File: src/rtl/tl_a_param_queue_pkg.sv
// tl_a_param_queue_pkg
//  Shared TileLink A-channel definitions for the parametrised A-channel queue:
//  default field widths, the A opcode encoding, a packed beat struct for the
//  default configuration and width helpers used to size storage and pointers.
//  No ports (package).
package tl_a_param_queue_pkg;

  localparam int TL_ADDR_W   = 33;
  localparam int TL_SOURCE_W = 3;
  localparam int TL_DATA_W   = 64;
  localparam int TL_MASK_W   = TL_DATA_W / 8;

  typedef enum logic [2:0] {
    TL_PUT_FULL    = 3'd0,
    TL_PUT_PARTIAL = 3'd1,
    TL_ARITH       = 3'd2,
    TL_LOGIC       = 3'd3,
    TL_GET         = 3'd4,
    TL_HINT        = 3'd5,
    TL_ACQUIRE     = 3'd6
  } tl_a_opcode_e;

  // Field order here is the packing order used for queue storage.
  typedef struct packed {
    logic [2:0]             opcode;
    logic [2:0]             param;
    logic [2:0]             size;
    logic [TL_SOURCE_W-1:0] source;
    logic [TL_ADDR_W-1:0]   address;
    logic [TL_MASK_W-1:0]   mask;
    logic [TL_DATA_W-1:0]   data;
    logic                   corrupt;
  } a_chan_t;

  // Total bits in one flattened A beat for a given field configuration.
  function automatic int tl_a_beat_w(input int addr_w, input int source_w, input int data_w);
    return 3 + 3 + 3 + source_w + addr_w + (data_w / 8) + data_w + 1;
  endfunction

  // Pointer width; a single-entry queue still gets a 1-bit (constant) pointer.
  function automatic int tl_ptr_w(input int depth);
    return (depth > 1) ? $clog2(depth) : 1;
  endfunction

endpackage

File: src/rtl/tl_a_param_queue_if.sv
// tl_a_param_queue_if
//  One TileLink A-channel port: valid/ready handshake plus all beat fields.
//  master: drives valid and the beat fields, receives ready.
//  slave : receives valid and the beat fields, drives ready.
interface tl_a_param_queue_if
  import tl_a_param_queue_pkg::*;
#(
  parameter int ADDR_W   = TL_ADDR_W,
  parameter int SOURCE_W = TL_SOURCE_W,
  parameter int DATA_W   = TL_DATA_W
) ();

  logic                  valid;
  logic                  ready;
  logic [2:0]            opcode;
  logic [2:0]            param;
  logic [2:0]            size;
  logic [SOURCE_W-1:0]   source;
  logic [ADDR_W-1:0]     address;
  logic [DATA_W/8-1:0]   mask;
  logic [DATA_W-1:0]     data;
  logic                  corrupt;

  modport master (
    output valid, opcode, param, size, source, address, mask, data, corrupt,
    input  ready
  );

  modport slave (
    input  valid, opcode, param, size, source, address, mask, data, corrupt,
    output ready
  );

endinterface

File: src/rtl/tl_a_param_queue_ram.sv
// tl_a_param_queue_ram
//  DEPTH x WIDTH flop array: one synchronous write port, one asynchronous read.
//  Contents are deliberately not reset; validity is tracked by the queue.
//  Ports: clock, we_i/waddr_i/wdata_i (write), raddr_i/rdata_o (read).
module tl_a_param_queue_ram #(
  parameter int DEPTH  = 2,
  parameter int WIDTH  = 1,
  parameter int ADDR_W = 1
) (
  input  logic              clock,
  input  logic              we_i,
  input  logic [ADDR_W-1:0] waddr_i,
  input  logic [WIDTH-1:0]  wdata_i,
  input  logic [ADDR_W-1:0] raddr_i,
  output logic [WIDTH-1:0]  rdata_o
);

  logic [WIDTH-1:0] mem_q [DEPTH];

  // Storage write port.
  always_ff @(posedge clock) begin
    if (we_i) begin
      mem_q[waddr_i] <= wdata_i;
    end
  end

  assign rdata_o = mem_q[raddr_i];

endmodule

File: src/rtl/tl_a_param_queue.sv
// tl_a_param_queue
//  TileLink A-channel FIFO with configurable depth, optional flow-through
//  (FLOW) and pipe (PIPE) behaviour, registered occupancy count and a
//  synchronous flush.
//  Ports: clock, reset (async, active-high), io_flush (sync discard),
//         io_enq (slave A port from client), io_deq (master A port to
//         crossbar), io_count (entries held).
module tl_a_param_queue
  import tl_a_param_queue_pkg::*;
#(
  parameter int DEPTH    = 2,
  parameter int ADDR_W   = TL_ADDR_W,
  parameter int SOURCE_W = TL_SOURCE_W,
  parameter int DATA_W   = TL_DATA_W,
  parameter bit FLOW     = 1'b0,
  parameter bit PIPE     = 1'b0
) (
  input  logic                       clock,
  input  logic                       reset,
  input  logic                       io_flush,
  tl_a_param_queue_if.slave          io_enq,
  tl_a_param_queue_if.master         io_deq,
  output logic [$clog2(DEPTH+1)-1:0] io_count
);

  localparam int BEAT_W = tl_a_beat_w(ADDR_W, SOURCE_W, DATA_W);
  localparam int PTR_W  = tl_ptr_w(DEPTH);
  localparam int CNT_W  = $clog2(DEPTH + 1);
  localparam logic [PTR_W-1:0] PTR_LAST = PTR_W'(DEPTH - 1);

  logic [PTR_W-1:0]  enq_ptr_q, enq_ptr_d;
  logic [PTR_W-1:0]  deq_ptr_q, deq_ptr_d;
  logic              maybe_full_q, maybe_full_d;
  logic [CNT_W-1:0]  count_q, count_d;
  logic              ptr_match_s, empty_s, full_s, bypass_s;
  logic              enq_ready_s, deq_valid_s, do_enq_s, do_deq_s, wr_s, rd_s;
  logic [BEAT_W-1:0] enq_beat_s, ram_rdata_s, deq_beat_s;

  // Wrap by explicit compare so non-power-of-two depths work.
  function automatic logic [PTR_W-1:0] ptr_inc(input logic [PTR_W-1:0] ptr);
    logic [PTR_W-1:0] nxt;
    if (ptr == PTR_LAST) begin
      nxt = {PTR_W{1'b0}};
    end else begin
      nxt = ptr + PTR_W'(1);
    end
    return nxt;
  endfunction

  assign ptr_match_s = (enq_ptr_q == deq_ptr_q);
  assign empty_s     = ptr_match_s & ~maybe_full_q;
  assign full_s      = ptr_match_s & maybe_full_q;
  assign enq_beat_s  = {io_enq.opcode, io_enq.param, io_enq.size, io_enq.source,
                        io_enq.address, io_enq.mask, io_enq.data, io_enq.corrupt};

  // Handshake and head-beat muxing for base, pipe, flow-through and flush.
  always_comb begin
    bypass_s = 1'b0;
    if (io_flush) begin
      enq_ready_s = 1'b0;
    end else if (PIPE && full_s) begin
      enq_ready_s = io_deq.ready;
    end else begin
      enq_ready_s = ~full_s;
    end
    if (FLOW && empty_s) begin
      // Bypass is suppressed during flush: the enq side sees ready=0, so
      // presenting the beat downstream would deliver a beat the client retries.
      bypass_s    = 1'b1;
      deq_valid_s = io_enq.valid & ~io_flush;
      deq_beat_s  = enq_beat_s;
    end else begin
      deq_valid_s = ~empty_s;
      deq_beat_s  = ram_rdata_s;
    end
  end

  assign do_enq_s = io_enq.valid & enq_ready_s;
  assign do_deq_s = deq_valid_s & io_deq.ready;
  // A bypassed beat touches neither storage nor pointers.
  assign wr_s     = do_enq_s & ~(bypass_s & do_deq_s);
  assign rd_s     = do_deq_s & ~bypass_s;

  // Next-state for pointers, full flag and occupancy count.
  always_comb begin
    if (io_flush) begin
      enq_ptr_d    = {PTR_W{1'b0}};
      deq_ptr_d    = {PTR_W{1'b0}};
      maybe_full_d = 1'b0;
      count_d      = {CNT_W{1'b0}};
    end else begin
      if (wr_s) begin
        enq_ptr_d = ptr_inc(enq_ptr_q);
      end else begin
        enq_ptr_d = enq_ptr_q;
      end
      if (rd_s) begin
        deq_ptr_d = ptr_inc(deq_ptr_q);
      end else begin
        deq_ptr_d = deq_ptr_q;
      end
      if (wr_s != rd_s) begin
        maybe_full_d = wr_s;
        count_d      = wr_s ? (count_q + CNT_W'(1)) : (count_q - CNT_W'(1));
      end else begin
        maybe_full_d = maybe_full_q;
        count_d      = count_q;
      end
    end
  end

  // Queue state registers.
  always_ff @(posedge clock or posedge reset) begin
    if (reset) begin
      enq_ptr_q    <= {PTR_W{1'b0}};
      deq_ptr_q    <= {PTR_W{1'b0}};
      maybe_full_q <= 1'b0;
      count_q      <= {CNT_W{1'b0}};
    end else begin
      enq_ptr_q    <= enq_ptr_d;
      deq_ptr_q    <= deq_ptr_d;
      maybe_full_q <= maybe_full_d;
      count_q      <= count_d;
    end
  end

  tl_a_param_queue_ram #(
    .DEPTH  (DEPTH),
    .WIDTH  (BEAT_W),
    .ADDR_W (PTR_W)
  ) u_ram (
    .clock   (clock),
    .we_i    (wr_s),
    .waddr_i (enq_ptr_q),
    .wdata_i (enq_beat_s),
    .raddr_i (deq_ptr_q),
    .rdata_o (ram_rdata_s)
  );

  assign io_enq.ready = enq_ready_s;
  assign io_deq.valid = deq_valid_s;
  assign {io_deq.opcode, io_deq.param, io_deq.size, io_deq.source,
          io_deq.address, io_deq.mask, io_deq.data, io_deq.corrupt} = deq_beat_s;
  assign io_count = count_q;

endmodule

File: src/flat_wrapper.sv
// flat-port wrapper written by rule: the top's interface ports become plain ports
module tl_a_param_queue_flat import tl_a_param_queue_pkg::*;
#(
  parameter int DEPTH    = 2,
  parameter int ADDR_W   = TL_ADDR_W,
  parameter int SOURCE_W = TL_SOURCE_W,
  parameter int DATA_W   = TL_DATA_W,
  parameter bit FLOW     = 1'b0,
  parameter bit PIPE     = 1'b0
)
  (clock, reset, io_flush, io_count, io_enq_valid, io_enq_opcode, io_enq_param, io_enq_size, io_enq_source, io_enq_address, io_enq_mask, io_enq_data, io_enq_corrupt, io_enq_ready, io_deq_valid, io_deq_opcode, io_deq_param, io_deq_size, io_deq_source, io_deq_address, io_deq_mask, io_deq_data, io_deq_corrupt, io_deq_ready);
  tl_a_param_queue_if #(.ADDR_W(ADDR_W), .SOURCE_W(SOURCE_W), .DATA_W(DATA_W)) io_enq_i ();
  tl_a_param_queue_if #(.ADDR_W(ADDR_W), .SOURCE_W(SOURCE_W), .DATA_W(DATA_W)) io_deq_i ();
  input  logic clock;
  input  logic reset;
  input  logic io_flush;
  output logic [$clog2(DEPTH+1)-1:0] io_count;
  input wire logic [$bits(io_enq_i.valid)-1:0] io_enq_valid;
  input wire logic [$bits(io_enq_i.opcode)-1:0] io_enq_opcode;
  input wire logic [$bits(io_enq_i.param)-1:0] io_enq_param;
  input wire logic [$bits(io_enq_i.size)-1:0] io_enq_size;
  input wire logic [$bits(io_enq_i.source)-1:0] io_enq_source;
  input wire logic [$bits(io_enq_i.address)-1:0] io_enq_address;
  input wire logic [$bits(io_enq_i.mask)-1:0] io_enq_mask;
  input wire logic [$bits(io_enq_i.data)-1:0] io_enq_data;
  input wire logic [$bits(io_enq_i.corrupt)-1:0] io_enq_corrupt;
  output wire logic [$bits(io_enq_i.ready)-1:0] io_enq_ready;
  output wire logic [$bits(io_deq_i.valid)-1:0] io_deq_valid;
  output wire logic [$bits(io_deq_i.opcode)-1:0] io_deq_opcode;
  output wire logic [$bits(io_deq_i.param)-1:0] io_deq_param;
  output wire logic [$bits(io_deq_i.size)-1:0] io_deq_size;
  output wire logic [$bits(io_deq_i.source)-1:0] io_deq_source;
  output wire logic [$bits(io_deq_i.address)-1:0] io_deq_address;
  output wire logic [$bits(io_deq_i.mask)-1:0] io_deq_mask;
  output wire logic [$bits(io_deq_i.data)-1:0] io_deq_data;
  output wire logic [$bits(io_deq_i.corrupt)-1:0] io_deq_corrupt;
  input wire logic [$bits(io_deq_i.ready)-1:0] io_deq_ready;
  assign io_enq_i.valid = io_enq_valid;
  assign io_enq_i.opcode = io_enq_opcode;
  assign io_enq_i.param = io_enq_param;
  assign io_enq_i.size = io_enq_size;
  assign io_enq_i.source = io_enq_source;
  assign io_enq_i.address = io_enq_address;
  assign io_enq_i.mask = io_enq_mask;
  assign io_enq_i.data = io_enq_data;
  assign io_enq_i.corrupt = io_enq_corrupt;
  assign io_enq_ready = io_enq_i.ready;
  assign io_deq_valid = io_deq_i.valid;
  assign io_deq_opcode = io_deq_i.opcode;
  assign io_deq_param = io_deq_i.param;
  assign io_deq_size = io_deq_i.size;
  assign io_deq_source = io_deq_i.source;
  assign io_deq_address = io_deq_i.address;
  assign io_deq_mask = io_deq_i.mask;
  assign io_deq_data = io_deq_i.data;
  assign io_deq_corrupt = io_deq_i.corrupt;
  assign io_deq_i.ready = io_deq_ready;
  tl_a_param_queue #(.DEPTH(DEPTH), .ADDR_W(ADDR_W), .SOURCE_W(SOURCE_W), .DATA_W(DATA_W), .FLOW(FLOW), .PIPE(PIPE)) u_core (.clock(clock), .reset(reset), .io_flush(io_flush), .io_enq(io_enq_i), .io_deq(io_deq_i), .io_count(io_count));
endmodule
File: config.mk
export PLATFORM = sky130hd
export DESIGN_NAME = tl_a_param_queue_flat
export DESIGN_NICKNAME = d
export VERILOG_FILES = /design/src/rtl/tl_a_param_queue_pkg.sv /design/src/rtl/tl_a_param_queue_if.sv /design/src/rtl/tl_a_param_queue_ram.sv /design/src/rtl/tl_a_param_queue.sv /design/src/flat_wrapper.sv
export SDC_FILE = /design/constraint.sdc
export NUM_CORES = 1
export LEC_CHECK = 0
export ABC_AREA = 1
export CAP_MARGIN = 15
export CORE_ASPECT_RATIO = 0.9
export CORE_UTILIZATION = 52
export CTS_CLUSTER_SIZE = 16
export DETAILED_ROUTE_END_ITERATION = 10
export PLACE_DENSITY_LB_ADDON = 0.15
export SYNTH_ARGS = -nofsm -noshare
export SYNTH_HDL_FRONTEND = slang
export SYNTH_HIERARCHICAL = 1
export SYNTH_SLANG_ARGS = --single-unit
File: constraint.sdc
create_clock -name clock -period 10.6 [get_ports clock]
set_input_delay 2.65 -clock clock [delete_from_list [all_inputs] [get_ports clock]]
set_output_delay 2.65 -clock clock [all_outputs]
set_load 0.02 [all_outputs]
# Word level (Yosys, flattened, before mapping)
# Memories as Yosys holds them, arrays and structs flattened.
# Index checks and enable logic that the tools add are counted.
totals:
  regBits: 5
  mem_count: 1
  wordCells: 35
  ramBits: 236
  input_bits: 123
classes:
  bitwise: 7
  muxes: 14
  eq_ne: 2
  n_addsub: 4
  reduce_logical: 3
mem_list:
  columns: ["name", "words", "width", "rd", "rd_clocked_by_memory_dff", "wr", "line_no", "rtl"]
  rows:
  - ["u_core.u_ram.mem_q", 2, 118, 1, 0, 1, "tl_a_param_queue_ram.sv:18", "logic [WIDTH-1:0] mem_q [DEPTH];"]
op_table:
  columns: ["op", "n"]
  rows:
  - ["two-way mux 1 bit", 11]
  - ["two-way mux 2 bit", 3]
  - ["nonzero test 2 bit", 3]
  - ["AND 1 bit", 4]
  - ["NOT 1 bit", 3]
  - ["adder 1 bit (second input constant)", 2]
  - ["adder 2 x 1 -> 2 bit (second input constant)", 1]
  - ["subtractor 2 x 1 -> 2 bit (second input constant)", 1]
  - ["equality test 1 bit", 1]
  - ["inequality test 1 bit", 1]

# Longest topological paths before layout
# Gate-level depths: netlist of run 1.
depth:
  depth_word: 8
  ltp_mapped: 9

# By module
# The synthesis of run 1 kept the hierarchy.
by_module_without_submodules:
  columns: ["mod", "instances", "seq_area_each_um2", "area_per_inst_um2", "cells_per_inst"]
  rows:
  - ["tl_a_param_queue_ram", 1, 7086.8, 8569.5, 620]
  - ["tl_a_param_queue", 1, 125.1, 345.3, 41]

# Worst setup path before layout of run 1
# OpenSTA, ideal clock, no wires.
synth_path:
  path_kind: "input port to flip-flop"
  start: "input port io_flush"
  end: "memory u_core/u_ram/mem_q[0][0] (netlist bit) (enable)"
  path_buffers: 0
  t_required_ps: 10000
  path_stages: 5
  path_slack_ps: 1927
  t_arrival_ps: 8073
  setup_time_ps: 600
  cell_sequence: "inv_1 -> nand3_4 -> inv_4 -> inv_1 -> nor2_1"
synth_between:
  elab_chain_cells: 4
synth_rtl:
  columns: ["element", "line_no", "rtl"]
  rows:
  - ["from (decl)", "flat_wrapper.sv:16", "input logic io_flush;"]
  - ["two-way mux 1 bit", "tl_a_param_queue.sv:59", "if (io_flush) begin"]
  - ["AND 1 bit", "tl_a_param_queue.sv:78", "assign do_enq_s = io_enq.valid & enq_ready_s;"]
  - ["net u_core.do_enq_s", "tl_a_param_queue.sv:36", "logic enq_ready_s, deq_valid_s, do_enq_s, do_deq_s, wr_s, rd_s;"]
  - ["two-way mux 1 bit", "tl_a_param_queue_ram.sv:22", "if (we_i) begin"]
  - ["two-way mux 1 bit (implied by the code)", "tl_a_param_queue_ram.sv:23", "mem_q[waddr_i] <= wdata_i;"]
  - ["to (decl)", "tl_a_param_queue_ram.sv:18", null]
# The timed path passes the listed nets, and every way through them passes these cells.

# Final worst setup path of run 1
layout_path:
  start: "input port io_flush"
  end: "output port io_enq_ready"
layout_between:
  elab_chain_cells: 1
layout_rtl:
  columns: ["element", "line_no", "rtl"]
  rows:
  - ["two-way mux 1 bit", "tl_a_param_queue.sv:59", null]
  - ["to (decl)", "flat_wrapper.sv:27", "output wire logic [$bits(io_enq_i.ready)-1:0] io_enq_ready;"]
# Every way passes these cells.

==> flow_metrics.py, run 1 <==
metrics = {
    "yosys": {
        "synthMostInstantiatedCell": "nand2_1",
        "synth_area_leaders": "edfxtp_1 79%, nand2_1 15%, dfrtp_1 1.4%",
        "ys_ff_latch": 241,
        "syn_inst": 661,
        "synth-edff-count": 236,
        "syn_area_per_cell_um2": 13.5,
        "async_flop_share": 0.0207,
        "synth-seq-area-share": 0.809,
        "yosys_warnings": 6,
        "ys_types": 20,
        "syn-num-nets": 784,
        "syn_area_um2": 8910,
        "synth_common_cells": "363 x nand2_1, 236 x edfxtp_1, 12 x buf_2",
        "netlist.area_leader.share": 0.795,
        "synth_ff_type": "edfxtp_1",
        "synth_top_cell_by_area": "edfxtp_1",
    },
    "placed_design": {
        "place_area_um2": 11500,
        "port_buffers": 244,
        "placedCellCount": 1096,
        "place_congestion": 0.795,
        "post-place-ws_ns": 3.87,
        "dp_hpwl_mm": 11.7,
    },
    "flow_run": {
        "maxCapViolCount": 0,
    },
    "timing": {
        "holdWs_ns": 0.588,
        "layout_setup_ws_ns": 3.89,
        "min_period_ns": 6.71,
        "tightest_slew_ns": 0.819,
        "slew_headroom": 0.454,
        "setup_viol_count_final": 0,
        "fin_worst_skew_ns": 0.00779,
        "slew_viol_final": 0,
        "tns_ns": 0,
        "hold_viol": 0,
        "fin_crit_sh": 0.633,
        "fmax_mhz": 149,
        "rsz0062_at_grt": "no",
    },
    "clocking": {
        "htreeDepth": 1,
        "cts_sinks": 241,
        "clk_latency_ns": 0.50,
        "root_buffer": "clkbuf_16",
        "clk_pin_slew_ns": 0.06,
        "cts_tree": "done",
        "cts_buffer_depth": 3,
        "post_cts_buffers": 0,
        "ctsHoldBuffers": 0,
        "cts_resized": 0,
        "cts_made_buffers": 25,
    },
    "drt": {
        "viasPerCell": 4.94,
        "wl_mm": 18.8,
        "dr.first_iter.drc_count": 306,
        "wl_per_cell_um": 16.5,
        "ant_nets": 0,
        "drc_errors": 0,
        "dr.pass1.iters": 4,
        "vias": 5627,
    },
    "floorplanning": {
        "dieArea_um2": 17700,
        "num_rows": 45,
        "die_h_um": 126,
        "core_area_um2": 16800,
        "dieWidth_um": 140,
        "start_util": 0.530,
        "io_pins": 245,
    },
    "cells_and_area": {
        "fin_cells": 1140,
        "antennaDiodeCount": 0,
        "nFillCells": 1077,
        "final_area_um2": 12300,
        "nets": 1035,
        "syn_to_final_growth_pct": 38.5,
        "utilization": 0.733,
        "drive_above_1_share": 0.0581,
    },
    "setup_path": {
        "cpMaxStageDelayCell": "clkdlybuf4s50_1",
        "path_buf_inv": 4,
        "worstSetupPathType": "input pin to output pin",
        "worstPathArrival_ns": 4.06,
        "critPathMaxStageDelay_ns": 0.59,
        "path_max_fanout": 6,
        "end_kind": "output pin",
        "cp-start-kind": "input pin",
        "crit_required_ns": 7.95,
        "critPathTopFamily": "buffers and inverters",
        "crit_chain": "clkdlybuf4s50_1 > inv_1 > nand2_1 > inv_1 > clkdlybuf4s50_1",
    },
    "global_routing": {
        "grt_pass1_wl_mm": 29.1,
        "grt_max_degree": 68,
        "antenna_found_initial": 0,
        "grt_pass1_vias": 5620,
        "grt_use_total": 0.213,
        "grt_overflow_total": 0,
    },
    "run_status": {
        "status": "finished, final reports clean",
    },
    "power_and_ir_drop": {
        "totalPowerFinal_mw": 2.63,
        "leakagePower_nw": 4.76,
        "vdd_ir_drop_max_uv": 150,
        "powerDensity_nw_per_um2": 213,
    },
    "min_path": {
        "holdCritPathClass": "flip-flop to flip-flop",
    },
}
path summary, 6_finish.rpt:
path | startpoint | to | slack (ns) | cells after the start
min in group asynchronous | reset | u_core/enq_ptr_q$_DFFE_PP0P_ | 2.36 | 2
worst min register to register | u_core/io_count[0]$_DFFE_PP0P_ | u_core/io_count[0]$_DFFE_PP0P_ | 0.59 | 2
worst min-delay path | u_core/io_count[0]$_DFFE_PP0P_ | u_core/io_count[0]$_DFFE_PP0P_ | 0.59 | 2
max in group asynchronous | reset | u_core/deq_ptr_q$_DFFE_PP0P_ | 8.03 | 2
worst max register to register | u_core/deq_ptr_q$_DFFE_PP0P_ | u_core/u_ram/mem_q[1][20]$_DFFE_PP_ | 6.61 | 8
worst max-delay path | io_flush | io_enq_ready | 3.89 | 5
flip-flops by register name, indices dropped and copies added, names as in the netlist:
name	count
u_core/u_ram/mem_q	236
u_core/io_count	2
u_core/deq_ptr_q	1
u_core/enq_ptr_q	1
u_core/maybe_full_q	1
cell usage in the layout (no fill, tap or decap), types with 4 or more instances in the layout:
master and count:
clkdlybuf4s50_1 244, dfrtp_1 4, buf_4 5, nand2_4 5
nand2_1 363, clkbuf_16 25, edfxtp_1 236, inv_1 8
nand3_1 4, clkbuf_1 7
worst register-to-register path: cells and delay by family, from the launching register on:
family | cells | cell delay [ns]
buffers and inverters | 4 | 2.16
flip-flops | 1 | 0.85
AND/OR/NAND/NOR | 4 | 0.57
layout make-up:
type	instances	area, um^2	share of cell area
sequential	241	7220	0.584
timing repair buffer	249	2480	0.201
multi-input combinational	384	1530	0.124
clock buffer	34	679	0.0550
tap	211	264	0.0214
clock inverter	10	128	0.0103
inverter	11	48.8	0.00395
where the power goes:
| part | leakage, nW | total (mW) | switching (mW) | internal [mW] |
|---|---|---|---|---|
| Combinational | 2.15 | 0.629 | 0.360 | 0.270 |
| Clock | 0.388 | 0.850 | 0.330 | 0.520 |
| Sequential | 2.22 | 1.15 | 0.0347 | 1.12 |
| Total | 4.76 | 2.63 | 0.724 | 1.91 |
routing by layer:
layer	part of all wire	GRT usage
met5	0	0
met4	0.019	0.0562
met3	0.074	0.0616
met2	0.49	0.363
met1	0.42	0.270
cell families (layout without fill, tap and decap cells):
family                    Yosys count  after routing  synth area share
AOI/OAI and AO/OA                   3              3           0.00168
xor gates and xnor gates            1              1          0.000983
buffers and inverters              36            304            0.0201
and+or+nand+nor                   380            380             0.168
DFF                               241            241             0.809
No activity file was read; power rests on OpenSTA's default activity.
==> inputs of run 2 (changes only) <==
--- a/config.mk
+++ b/config.mk
@@ -8,7 +8,7 @@
 export ABC_AREA = 1
 export CAP_MARGIN = 15
 export CORE_ASPECT_RATIO = 0.9
-export CORE_UTILIZATION = 52
+export CORE_UTILIZATION = 48
 export CTS_CLUSTER_SIZE = 16
 export DETAILED_ROUTE_END_ITERATION = 10
 export PLACE_DENSITY_LB_ADDON = 0.15
==> constraint.sdc (replaced) <==
create_clock -name clock -period 7 [get_ports clock]
set_input_delay 1.75 -clock clock [delete_from_list [all_inputs] [get_ports clock]]
set_output_delay 1.75 -clock clock [all_outputs]
set_load 0.02 [all_outputs]
==> run 2 against run 1 <==
Effect of this change:
- non-clock buffer count rose by 1
- largest power group unchanged
- sequential share of layout area down 0.083 points
- sequential power up 51%
- critical path depth did not move
- cell count grew 2.7%
- core utilization shrank 4.3 points
- die area grew 8.2%
- highest routed layer unchanged
- first-iteration DRC count is 16% higher
- via count up 0.34%
- critical endpoint unchanged
- clock power up 45%
- total power up 49%
==> flow_metrics.py, run 2 (same netlist as run 1, synthesis figures left out) <==
metrics = {
    "global_routing": {
        "antenna_found_initial": 0,
        "grt_pass1_vias": 5739,
        "use_met1": 0.251,
        "grt_overflow_total": 0,
        "gr-usage-met3": 0.0618,
        "grt_use_met2": 0.331,
        "grt_pass1_wl_mm": 29.7,
        "grt.busiest_layer": "met2",
        "grt_max_degree": 91,
        "grt_use_total": 0.199,
    },
    "cells_and_area": {
        "final_common_cell": "nand2_1",
        "nets": 1036,
        "largest_reg_flops": 236,
        "antennaDiodeCount": 0,
        "syn_to_final_growth_pct": 38.7,
        "regMostFlops": "u_core/u_ram/mem_q",
        "drive_above_1_share": 0.0569,
        "mostFrequentLayoutCells": "363 x nand2_1, 244 x clkdlybuf4s50_1, 236 x edfxtp_1, 25 x clkbuf_16, 8 x inv_1",
    },
    "power_and_ir_drop": {
        "internal_power_mw": 2.83,
        "powerDensity_nw_per_um2": 318,
        "netSwitchingPower_mw": 1.10,
        "swShare": 0.281,
        "p_clk_frac": 0.312,
        "combPwrFrac": 0.247,
        "leakagePower_nw": 4.76,
        "vdd_ir_drop_max_uv": 188,
        "p_seq_frac": 0.441,
    },
    "timing": {
        "tns_ns": 0,
        "rsz0062_at_grt": "no",
        "hold_viol": 0,
        "fin_worst_skew_ns": 0.0103,
        "fmax_mhz": 201,
        "min_period_ns": 4.97,
        "setup_viol_count_final": 0,
        "holdWs_ns": 0.572,
        "tightest_slew_ns": 1.01,
        "slew_viol_final": 0,
        "slew_headroom": 0.327,
        "fin_crit_sh": 0.710,
    },
    "drt": {
        "ant_nets": 0,
        "viasPerCell": 4.82,
        "dr.first_iter.drc_count": 354,
        "vias": 5646,
        "wl_per_cell_um": 16.2,
        "dr.pass1.iters": 4,
        "wl_mm": 19.0,
        "drc_errors": 0,
    },
    "floorplanning": {
        "start_util": 0.498,
        "dieArea_um2": 19100,
        "num_rows": 46,
        "die_h_um": 131,
        "io_pins": 245,
        "dieWidth_um": 146,
        "core_area_um2": 17900,
    },
    "clocking": {
        "cts_buffer_depth": 3,
        "root_buffer": "clkbuf_16",
        "clk_pin_slew_ns": 0.06,
        "ctsHoldBuffers": 0,
        "cts_made_buffers": 25,
        "clk_latency_ns": 0.50,
        "post_cts_buffers": 0,
        "cts_tree": "done",
        "cts_sinks": 241,
        "htreeDepth": 1,
        "cts_resized": 0,
    },
    "setup_path": {
        "worstSetupPathType": "input pin to output pin",
        "crit_required_ns": 5.25,
        "worstPathArrival_ns": 3.22,
        "end_kind": "output pin",
        "path_max_fanout": 6,
        "worstRegToRegCells": 8,
        "cp-start-kind": "input pin",
    },
    "placed_design": {
        "port_buffers": 244,
        "place_congestion": 0.822,
        "dp_hpwl_mm": 11.9,
    },
    "run_status": {
        "status": "finished, final reports clean",
    },
    "flow_run": {
        "maxCapViolCount": 0,
    },
    "min_path": {
        "holdCritPathClass": "flip-flop to flip-flop",
        "whs_path_depth": 2,
    },
}
==> run 2: layer usage <==
metal,share of wire,wire [um],vias up
met5,0,0,-
met3,0.084,1600,39
met4,0.028,526,0
met2,0.48,9210,211
met1,0.40,7660,2668
li1,-,-,2728
==> run 2: final timing paths <==
kind	startpoint	end	slack, ns
min	u_core/io_count[1]$_DFFE_PP0P_	u_core/io_count[1]$_DFFE_PP0P_	0.57
max in group asynchronous	reset	u_core/deq_ptr_q$_DFFE_PP0P_	5.33
max	io_flush	io_enq_ready	2.03
max reg2reg	u_core/deq_ptr_q$_DFFE_PP0P_	u_core/u_ram/mem_q[0][83]$_DFFE_PP_	3.58
min in group asynchronous	reset	u_core/maybe_full_q$_DFFE_PP0P_	1.46
min reg2reg	u_core/io_count[1]$_DFFE_PP0P_	u_core/io_count[1]$_DFFE_PP0P_	0.57
==> run 2: power groups by stage <==
stage / Sequential (mW) / Combinational (mW) / Clock [mW]
2_1_floorplan: 1.76 / 0.502 / 0
3_3_place_gp: 1.76 / 0.961 / 0
3_5_place_dp: 1.77 / 0.973 / 0
4_1_cts: 1.74 / 0.981 / 1.25
5_1_grt: 1.75 / 1.04 / 1.31
6_report: 1.74 / 0.972 / 1.23
==> run 2: worst max-delay path, stage by stage <==
cell and delay [ns]:
clkdlybuf4s50_1 0.46, inv_1 0.27, nand2_1 0.09, inv_1 0.05
clkdlybuf4s50_1 0.59
==> run 2: final cells by class <==
class                           count  area [um^2]
Clock buffer                       30          644
Clock inverter                     15          116
Fill cell                        1268         5540
Inverter                           11         48.8
Multi-Input combinational cell    384         1530
Sequential cell                   241         7220
Tap cell                          240          300
Timing Repair Buffer              250         2510
==> run 2: metrics by stage <==
stage	power, mW	util	instances	area (um^2)	setup slack (ns)
finish	3.93	0.691	1171	12400	2.03
global route	4.10	0.691	1171	12400	1.78
CTS	3.97	0.689	1170	12300	1.97
detailed placement	2.74	0.647	1125	11600	2.05
global placement	2.72	0.647	1125	11600	2.10
floorplan	2.26	-	661	8920	1.30
==> inputs of run 3 (changes only) <==
--- a/config.mk
+++ b/config.mk
@@ -8,7 +8,7 @@
 export ABC_AREA = 1
 export CAP_MARGIN = 15
 export CORE_ASPECT_RATIO = 0.9
-export CORE_UTILIZATION = 48
+export CORE_UTILIZATION = 43
 export CTS_CLUSTER_SIZE = 16
 export DETAILED_ROUTE_END_ITERATION = 10
 export PLACE_DENSITY_LB_ADDON = 0.15
==> constraint.sdc (replaced) <==
create_clock -name clock -period 4.1 [get_ports clock]
set_input_delay 1.025 -clock clock [delete_from_list [all_inputs] [get_ports clock]]
set_output_delay 1.025 -clock clock [all_outputs]
set_load 0.02 [all_outputs]
==> run 3 against run 2 <==
Effect of this change:
- final area is 0.79% higher
- die area grew 11%
- critical path depth stayed put
- clock power rose by 79%
- routed wire length fell by 0.63%
==> flow_metrics.py, run 3 (same netlist as run 1, synthesis figures left out) <==
metrics = {
    "run_status": {
        "status": "finished, final reports clean",
    },
    "power_and_ir_drop": {
        "swShare": 0.281,
        "p_clk_frac": 0.323,
        "internal_power_mw": 4.91,
        "vdd_ir_drop_max_uv": 321,
        "netSwitchingPower_mw": 1.92,
        "leakagePower_nw": 4.79,
        "combPwrFrac": 0.243,
        "p_seq_frac": 0.434,
        "powerDensity_nw_per_um2": 548,
    },
    "cells_and_area": {
        "regMostFlops": "u_core/u_ram/mem_q",
        "nets": 1037,
        "largest_reg_flops": 236,
        "nFillCells": 1561,
        "multi_input_comb_area_um2": 1530,
        "antennaDiodeCount": 0,
        "final_common_cell": "nand2_1",
        "drive_above_1_share": 0.0634,
        "ff_latch_area_um2": 7220,
        "syn_to_final_growth_pct": 39.8,
        "mostFrequentLayoutCells": "363 x nand2_1, 244 x clkdlybuf4s50_1, 236 x edfxtp_1, 25 x clkbuf_16, 8 x inv_1",
    },
    "setup_path": {
        "path_buf_inv": 3,
        "crit_required_ns": 3.07,
        "worstSetupPathType": "flip-flop to output pin",
        "worstPathArrival_ns": 2.64,
        "cp.depth": 5,
        "critPathTopFamily": "buffers and inverters",
        "rrSetupSlack_ns": 1.61,
        "worstReg2RegEnd": "u_core/u_ram/mem_q[0][104]$_DFFE_PP_",
        "cp-start-kind": "flip-flop",
        "worst_setup_path_startpoint": "u_core/deq_ptr_q$_DFFE_PP0P_",
        "r2r-start": "u_core/deq_ptr_q$_DFFE_PP0P_",
        "cpMaxStageDelayCell": "dfrtp_4",
        "critPathMaxStageDelay_ns": 0.67,
        "critPathMostFrequentCell": "nand2_1",
        "endpoint": "io_deq_address[29]",
        "path_max_fanout": 39,
        "crit_chain": "inv_4 > buf_4 > nand2_1 > nand2_1 > clkdlybuf4s50_1",
        "worstRegToRegCells": 8,
        "end_kind": "output pin",
    },
    "timing": {
        "layout_setup_ws_ns": 0.434,
        "tightest_slew_ns": 0.722,
        "tns_ns": 0,
        "hold_viol": 0,
        "slew_viol_final": 0,
        "fin_worst_skew_ns": 0.0152,
        "fin_crit_sh": 0.894,
        "setup_viol_count_final": 0,
        "rsz0062_at_grt": "no",
        "slew_headroom": 0.519,
        "min_period_ns": 3.67,
        "fmax_mhz": 273,
    },
    "floorplanning": {
        "core_area_um2": 20200,
        "dieArea_um2": 21300,
        "start_util": 0.442,
        "die_h_um": 139,
        "dieWidth_um": 154,
        "io_pins": 245,
        "num_rows": 49,
    },
    "min_path": {
        "holdCritPathClass": "flip-flop to flip-flop",
        "whs_path_depth": 2,
    },
    "global_routing": {
        "grt_use_total": 0.176,
        "grt_pass1_wl_mm": 29.3,
        "antenna_found_initial": 1,
        "grt_pass1_vias": 5606,
        "grt_overflow_total": 0,
        "grt_max_degree": 119,
    },
    "clocking": {
        "cts_tree": "done",
        "cts_sinks": 241,
        "clk_latency_ns": 0.51,
        "cts_resized": 0,
        "cts_buffer_depth": 3,
        "htreeDepth": 1,
        "post_cts_buffers": 0,
        "ctsHoldBuffers": 0,
        "root_buffer": "clkbuf_16",
        "clk_pin_slew_ns": 0.06,
        "cts_made_buffers": 25,
    },
    "placed_design": {
        "post-place-ws_ns": 0.641,
        "port_buffers": 244,
        "place_congestion": 0.827,
        "dp_hpwl_mm": 11.8,
    },
    "drt": {
        "wl_mm": 18.9,
        "vias": 5595,
        "dr.first_iter.drc_count": 305,
        "dr.pass1.iters": 4,
        "ant_nets": 0,
        "viasPerCell": 4.72,
        "wl_per_cell_um": 15.9,
        "drc_errors": 0,
    },
    "flow_run": {
        "maxCapViolCount": 0,
    },
}
run 3: changes by cell type in the layout (fill, tap and decap cells not counted):
cell / change
inv_4: -1
inv_8: +1
buf_4: -2
bufinv_16: +1
clkbuf_1: -3
buf_12: +4
buf_16: -1
inv_6: +1
clkinv_1: -3
clkinv_2: +1
clkinvlp_4: +2
run 3: layout make-up:
| type | instances | share of cell area |
|---|---|---|
| flip-flops and latches | 241 | 0.579 |
| clock buffers | 27 | 0.0508 |
| multi-input cells | 384 | 0.123 |
| repair buffers | 251 | 0.204 |
| clock inverters | 17 | 0.0135 |
| well taps | 255 | 0.0256 |
| inverters | 11 | 0.00402 |
run 3: worst min path at each step:
| stage | start | to | slack, ns |
|---|---|---|---|
| finish | u_core/io_count[1]$_DFFE_PP0P_ | u_core/io_count[1]$_DFFE_PP0P_ | 0.58 |
| global route | u_core/io_count[1]$_DFFE_PP0P_ | u_core/io_count[1]$_DFFE_PP0P_ | 0.63 |
| floorplan | u_core/maybe_full_q$_DFFE_PP0P_ | u_core/maybe_full_q$_DFFE_PP0P_ | 0.54 |
| CTS | u_core/io_count[1]$_DFFE_PP0P_ | u_core/io_count[1]$_DFFE_PP0P_ | 0.59 |
| detailed placement | u_core/io_count[1]$_DFFE_PP0P_ | u_core/io_count[1]$_DFFE_PP0P_ | 0.57 |
| global placement | u_core/io_count[1]$_DFFE_PP0P_ | u_core/io_count[1]$_DFFE_PP0P_ | 0.56 |
run 3: metrics by stage:
stage               hold slack, ns  instances  area [um^2]  power, mW   util
floorplan                    0.545        661         8930       3.85      -
global placement             0.555       1142        11700       4.67  0.578
detailed placement           0.569       1142        11700       4.69  0.578
CTS                          0.586       1186        12500       6.90  0.618
global route                 0.631       1186        12500       7.13  0.618
finish                       0.579       1186        12500       6.83  0.618
run 3: power groups by stage:
| stage | clock network [mW] | registers [mW] | logic, mW |
|---|---|---|---|
| 2_1_floorplan | 0 | 3.00 | 0.858 |
| 3_3_place_gp | 0 | 3.01 | 1.66 |
| 3_5_place_dp | 0 | 3.02 | 1.67 |
| 4_1_cts | 2.25 | 2.97 | 1.68 |
| 5_1_grt | 2.36 | 2.98 | 1.79 |
| 6_report | 2.20 | 2.96 | 1.66 |
run 3: per-layer routing:
metal / vias to the layer above / share of wire / GRT usage
met4: 2 / 0.023 / 0.0500
met2: 209 / 0.47 / 0.287
met1: 2609 / 0.42 / 0.226
met3: 33 / 0.085 / 0.0556
met5: - / 0.00079 / 0
li1: 2742 / - / -
run 3: tightest hold or removal path, cell delays in order, from the launching register on:
cell and delay (ns):
dfrtp_1 0.39, nand3_1 0.09, nand2_1 0.07
